`config.mk`:
```
export PLATFORM = sky130hd
export DESIGN_NAME = ee354_project_snake_body
export DESIGN_NICKNAME = d
export VERILOG_FILES = /design/src/rtl/ee354_project_snake_body.sv
export SDC_FILE = /design/constraint.sdc
export NUM_CORES = 2
export LEC_CHECK = 0
export CAP_MARGIN = 20
export CORE_ASPECT_RATIO = 0.5
export CORE_UTILIZATION = 52
export CTS_CLUSTER_DIAMETER = 100
export DETAILED_ROUTE_END_ITERATION = 8
export MAX_ROUTING_LAYER = met4
export PLACE_DENSITY = 0.74
export SYNTH_ARGS = -nofsm -noshare
export SYNTH_HDL_FRONTEND = slang
export SYNTH_SLANG_ARGS = --single-unit
```
`constraint.sdc`:
```
create_clock -name Clk -period 5.3 [get_ports Clk]
set_input_delay 0.795 -clock Clk [delete_from_list [all_inputs] [get_ports Clk]]
set_output_delay 0.795 -clock Clk [all_outputs]
set_load 0.02 [all_outputs]
```
`src/rtl/ee354_project_snake_body.sv`:
```
// Snake body datapath: circular (X,Y) segment buffer on a 16x16 wrap-around grid,
// direction latch, next-head computation, and move/grow on each game tick.
module ee354_project_snake_body #(
   parameter int INIT_LEN = 3,
   parameter int INIT_X   = 4,
   parameter int INIT_Y   = 8
) (
   input  logic         Clk,
   input  logic         Reset,
   input  logic         SCEN,
   input  logic         q_I,
   input  logic         q_Run,
   input  logic [1:0]   Dir,
   input  logic [3:0]   Food_X,
   input  logic [3:0]   Food_Y,
   output logic [3:0]   Next_Head_X,
   output logic [3:0]   Next_Head_Y,
   output logic [3:0]   Head_X,
   output logic [3:0]   Head_Y,
   output logic [7:0]   Length,
   output logic [255:0] Cell_Snake,
   output logic         Ate
);

   typedef enum logic [1:0] {
      DIR_UP    = 2'b00,
      DIR_DOWN  = 2'b01,
      DIR_LEFT  = 2'b10,
      DIR_RIGHT = 2'b11
   } dir_e;

   // Segment i of the initial body; index 0 is the tail, body extends toward -X.
   function automatic logic [7:0] init_seg(input int i);
      int x;
      x = INIT_X - INIT_LEN + 1 + i;
      return {x[3:0], 4'(INIT_Y)};
   endfunction

   function automatic logic [255:0] init_map();
      logic [255:0] m;
      m = '0;
      for (int i = 0; i < INIT_LEN; i++) m[init_seg(i)] = 1'b1;
      return m;
   endfunction

   localparam logic [255:0] INIT_MAP = init_map();

   logic [7:0]   r_buf [256];
   logic [7:0]   r_head_ptr;
   logic [7:0]   r_tail_ptr;
   logic [7:0]   r_len;
   logic [3:0]   r_head_x;
   logic [3:0]   r_head_y;
   dir_e         r_cur_dir;
   dir_e         r_last_dir;
   logic         r_ate;
   logic [255:0] r_cell;

   logic [3:0]   w_next_x;
   logic [3:0]   w_next_y;
   logic [7:0]   w_next_idx;
   logic [7:0]   w_tail_idx;
   logic         w_move;
   logic         w_eat;
   logic         w_reverse;

   // NOTE: every always_comb output gets a default first so no path can infer a latch.
   always_comb begin
      w_next_x = r_head_x;
      w_next_y = r_head_y;
      unique case (r_cur_dir)
         DIR_UP:    w_next_y = r_head_y - 4'd1;
         DIR_DOWN:  w_next_y = r_head_y + 4'd1;
         DIR_LEFT:  w_next_x = r_head_x - 4'd1;
         DIR_RIGHT: w_next_x = r_head_x + 4'd1;
      endcase
   end

   // Bit index X*16+Y is simply the concatenated cell coordinate.
   assign w_next_idx = {w_next_x, w_next_y};
   assign w_tail_idx = r_buf[r_tail_ptr];
   assign w_eat      = (w_next_x == Food_X) && (w_next_y == Food_Y);
   assign w_move     = SCEN & q_Run & ~r_cell[w_next_idx] & (r_len != 8'hFF);
   assign w_reverse  = (Dir == (r_last_dir ^ 2'b01));

   // NOTE: the segment buffer is reset because the tail lookup must see valid
   // initial segments immediately after an asynchronous reset.
   always_ff @(posedge Clk or negedge Reset) begin
      if (!Reset) begin
         for (int i = 0; i < 256; i++) r_buf[i] <= (i < INIT_LEN) ? init_seg(i) : 8'h00;
      end else if (q_I) begin
         for (int i = 0; i < 256; i++) r_buf[i] <= (i < INIT_LEN) ? init_seg(i) : 8'h00;
      end else if (w_move) begin
         r_buf[r_head_ptr + 8'd1] <= w_next_idx;
      end
   end

   // NOTE: non-blocking updates; when two bits of r_cell are written in one edge the
   // later statement wins, so the head set is placed after the tail clear.
   always_ff @(posedge Clk or negedge Reset) begin
      if (!Reset) begin
         r_cell <= INIT_MAP;
      end else if (q_I) begin
         r_cell <= INIT_MAP;
      end else if (w_move) begin
         if (!w_eat) r_cell[w_tail_idx] <= 1'b0;
         r_cell[w_next_idx] <= 1'b1;
      end
   end

   always_ff @(posedge Clk or negedge Reset) begin
      if (!Reset) begin
         r_head_ptr <= 8'(INIT_LEN - 1);
         r_tail_ptr <= 8'd0;
         r_len      <= 8'(INIT_LEN);
         r_head_x   <= 4'(INIT_X);
         r_head_y   <= 4'(INIT_Y);
         r_cur_dir  <= DIR_RIGHT;
         r_last_dir <= DIR_RIGHT;
         r_ate      <= 1'b0;
      end else if (q_I) begin
         r_head_ptr <= 8'(INIT_LEN - 1);
         r_tail_ptr <= 8'd0;
         r_len      <= 8'(INIT_LEN);
         r_head_x   <= 4'(INIT_X);
         r_head_y   <= 4'(INIT_Y);
         r_cur_dir  <= DIR_RIGHT;
         r_last_dir <= DIR_RIGHT;
         r_ate      <= 1'b0;
      end else begin
         // A 180-degree request would fold the head into the neck; keep the old heading.
         if (!w_reverse) r_cur_dir <= dir_e'(Dir);
         r_ate <= w_move & w_eat;
         if (w_move) begin
            r_head_ptr <= r_head_ptr + 8'd1;
            r_head_x   <= w_next_x;
            r_head_y   <= w_next_y;
            r_last_dir <= r_cur_dir;
            if (w_eat) r_len      <= r_len + 8'd1;
            else       r_tail_ptr <= r_tail_ptr + 8'd1;
         end
      end
   end

   assign Next_Head_X = w_next_x;
   assign Next_Head_Y = w_next_y;
   assign Head_X      = r_head_x;
   assign Head_Y      = r_head_y;
   assign Length      = r_len;
   assign Cell_Snake  = r_cell;
   assign Ate         = r_ate;

endmodule

```
==> impl_metrics.csv <==
group,metric,value,unit
route,drc,0,
yosys,synth_top_cell_by_area,"dfrtp_1",
sta,setup_violations,4,
clock_tree,cts_made_buffers,221,
worst_hold_path,hold_class,"flop to flop",
sta,finalMaxSlewViolations,0,
floorplan,die_area,239400,um2
sta,hold_viol_final,0,
clock_tree,ctsLongestPathBuffers,4,
layout,post-route-util,60.12,%
yosys,synth_ff_type,"dfrtp_1",
yosys,synth_mux_area_share,23.83,%
route,wl_per_cell,30.95,um
placed_design,dp.cells,13900,
route,routed_via_density,6.837,
critical_path,end_kind,"flop",
critical_path,endpoint,"Cell_Snake[24]",
placed_design,gp_congestion,1.029,
yosys,synth-simple-area-share,9.291,%
global_routing,grt_pass1_wl,653700,um
yosys,avgSynthCellArea,11.57,um2
yosys,yosysMostFrequentCell,"dfrtp_1",
yosys,netlist_instances,10660,
sta,layout_setup_ws,-0.1270,ns
global_routing,grt_overflow,0,
critical_path,reg2reg_slack,-0.13,ns
global_routing,grt_max_degree,223,
sta,period_share,102.4,%
floorplan,core,235800,um2
yosys,synth.distinct_cells,96,
yosys,yosysWarnings,0,
floorplan,start_util,52.33,%
route,postRouteAntennaNets,0,
layout,drive_above_1_share,19.33,%
floorplan,io_pins,296,
critical_path,slowest_stage,"dfrtp_4",
critical_path,cpMostUsedCell,"buf_4",
layout,stdcell_count,14340,
route,vias,98020,
clock_tree,insertion_delay,0.90,ns
critical_path,r2r_end,"Cell_Snake[24]",
critical_path,cp_cell_sequence,"buf_4, inv_6, buf_12, buf_4, nor2_1, a22oi_1, o21ai_0, or4_1, a32oi_1, buf_4, nand2_1, or2_1, buf_4, o311ai_0, o21ai_0",
global_routing,grtUsageTotal,37.43,%
yosys,ys_ff_latch,2341,
yosys,synth_fa_ha_area_share,0.1439,%
route,routed_wl,443700,um
route,top_layer,"met4",
global_routing,grt_antenna_before_repair,16,
global_routing,grt_pass1_vias,94700,
yosys,synth_common_cells,"dfrtp_1, nor2_1, mux2i_1",
yosys,synth_compound_area_share,14.44,%
power_and_ir_drop,pwr_density_cell,410.9,nW/um2
sta,worst_slew_pin_slew,1.298,ns
layout,areaGrowthSynthToFinish,14.87,%
route,drtIter0Drc,14810,
power_and_ir_drop,ir_drop,0.7337,mV
route,wl_met3,61440,um
critical_path,crit_fanout,23,
yosys,yosys-top-cells-area,"dfrtp_1, mux2i_1, mux4_2",
placed_design,port_buffers,295,
critical_path,arrival,6.16,ns
clock_tree,cts.htree.levels,4,
clock_tree,root_buffer,"clkbuf_16",
critical_path,slowest_delay,0.66,ns
placed_design,dp_hpwl,294000,um
clock_tree,cts.sinks,2341,
floorplan,rows,126,
yosys,synth_fp_nets,10690,
route,wl_met2,185300,um
yosys,synthXorXnorAreaFrac,0.1855,%
critical_path,worst_ep_required_time,6.03,ns
layout,fillers,18410,
sta,clock_skew,0.05739,ns
critical_path,cp-start-kind,"flop",
sta,period_needed,5.427,ns
route,met1_length,168800,um
critical_path,path_class,"flop to flop",
yosys,syn_area,123400,um2
yosys,async_reset_ff_share,100.0,%
route,firstDrtPassIters,8,
power_and_ir_drop,leakagePower,0.05381,uW
clock_tree,cts_tree,"built",
sta,grt_setup_unrepaired,"false",
yosys,netlist.area_leader.share,47.08,%
clock_tree,clk_pin_slew_worst_paths,0.06,ns
sta,relSlewSlack,13.49,%
flow_run,cap_violations,0,
critical_path,crit_start,"r_tail_ptr[2]",
critical_path,reg2reg_depth,15,
outcome,outcome,"finished with violations",
floorplan,die_y,346.5,um
yosys,yosysSeqAreaShare,47.48,%
sta,fmax,0.1843,GHz
yosys,synth_top_family_by_area,"multiplexers",
layout,nets,11030,
yosys,synth_edf_count,0,
floorplan,die_w,691.0,um
critical_path,reg2reg_from,"r_tail_ptr[2]",
outcome,violations,"setup timing",
power_and_ir_drop,p_total,58250,uW
==> flip-flops by register name, summed over array words and instances (netlist names) <==
name and cells:
Ate 1, Cell_Snake 256, Head_X 4, Head_Y 4, Length 8, r_buf 2048
r_cur_dir 2, r_head_ptr 8, r_last_dir 2, r_tail_ptr 8
==> routing by layer <==
layer / GRT usage, % / up-vias
met5: - / -
li1: - / 40000
met1: 49.19 / 49770
met4: 19.58 / 0
met3: 13.28 / 1479
met2: 50.83 / 6775
==> layout make-up <==
cell class	count	area (um2)	share of cell area (%)
Sequential cell	2341	58620	41.35
Timing Repair Buffer	1221	11860	8.366
Clock buffer	318	6357	4.484
Clock inverter	81	1055	0.7439
Antenna cell	23	57.56	0.04059
Inverter	95	451.7	0.3186
Tap cell	3136	3924	2.767
Multi-Input combinational cell	7122	59450	41.93
==> metrics by stage <==
stage	setup WS [ns]	instance area, um2	setup TNS [ns]	hold WS, ns
CTS	0.08610	141500	0	0.4787
detailed placement	-0.1493	134100	-2.109	0.5026
floorplan	0.8107	123400	0	0.4781
finish	-0.1270	141800	-0.3205	0.5160
global placement	-0.1091	134100	-1.270	0.4950
global route	0.009484	141800	0	0.5279
==> logic make-up (layout without fill, tap and decap cells) <==
| kind of cell | Yosys count | count (layout) |
|---|---|---|
| multiplexers | 2268 | 2268 |
| buffers and inverters | 1201 | 1715 |
| AO/OA/AOI/OAI | 2035 | 2035 |
| XOR/XNOR | 24 | 24 |
| adder cells (fa/ha/maj) | 13 | 13 |
| AND/OR/NAND/NOR | 2782 | 2782 |
| other | 0 | 23 |
| flip-flops | 2341 | 2341 |
==> worst min-delay path by stage <==
stage                from     endpoint  slack [ns]  cells after the start
4_1_cts               q_I  r_buf[1754]        0.48                      2
3_5_place_dp   r_buf[814]   r_buf[814]        0.50                      2
2_1_floorplan  r_buf[211]   r_buf[211]        0.48                      2
6_report       r_buf[487]   r_buf[487]        0.52                      2
3_3_place_gp   r_buf[211]   r_buf[211]        0.49                      2
5_1_grt         r_buf[37]    r_buf[37]        0.53                      2
==> worst max-delay path: cells and delay by family (launching register included) <==
| family | cells | cell delay (ns) |
|---|---|---|
| AO/OA/AOI/OAI | 5 | 1.63 |
| buffers and inverters | 6 | 1.58 |
| AND/OR/NAND/NOR | 4 | 1.29 |
| flip-flops | 1 | 0.66 |
==> where the power goes <==
group / switching (uW) / internal [uW]
clock: 7320 / 9450
combinational: 17700 / 5660
sequential: 191 / 18000
total: 25200 / 33100
==> placed cells by master (no fill, tap or decap), drive strengths merged, types with 19 or more instances in the layout <==
| cell | netlist | routed |
|---|---|---|
| buf | 416 | 926 |
| mux2i | 1702 | 1702 |
| a22oi | 89 | 89 |
| a22o | 20 | 20 |
| a2111oi | 206 | 206 |
| clkdlybuf4s50 | 0 | 293 |
| inv | 92 | 98 |
| o22ai | 21 | 21 |
| or2 | 28 | 28 |
| nand2 | 459 | 459 |
| nor3 | 115 | 115 |
| a221oi | 22 | 22 |
| a311oi | 282 | 282 |
| mux4 | 532 | 532 |
| dfrtp | 2322 | 2322 |
| bufinv | 0 | 24 |
| dfstp | 19 | 19 |
| a31oi | 42 | 42 |
| o221ai | 27 | 27 |
| a211oi | 45 | 45 |
| a311o | 23 | 23 |
| nand3 | 315 | 315 |
| o2bb2ai | 31 | 31 |
| o21ai | 354 | 354 |
| mux2 | 34 | 34 |
| a21oi | 568 | 568 |
| nor2b | 22 | 22 |
| a32o | 46 | 46 |
| clkinv | 3 | 47 |
| diode | 0 | 23 |
| nor2 | 1740 | 1740 |
| clkbuf | 690 | 319 |
| o311ai | 116 | 116 |
| o32ai | 32 | 32 |
| a211o | 24 | 24 |
==> repair_timing <==
action | in CTS | in global routing
setup buffers | 0 | 6
setup endpoints to repair | 70 | 157
hold endpoints to repair | 38 | 0
resized for setup | 2 | 14
hold buffers | 1 | 0
Power figures use the tool's default switching activity.
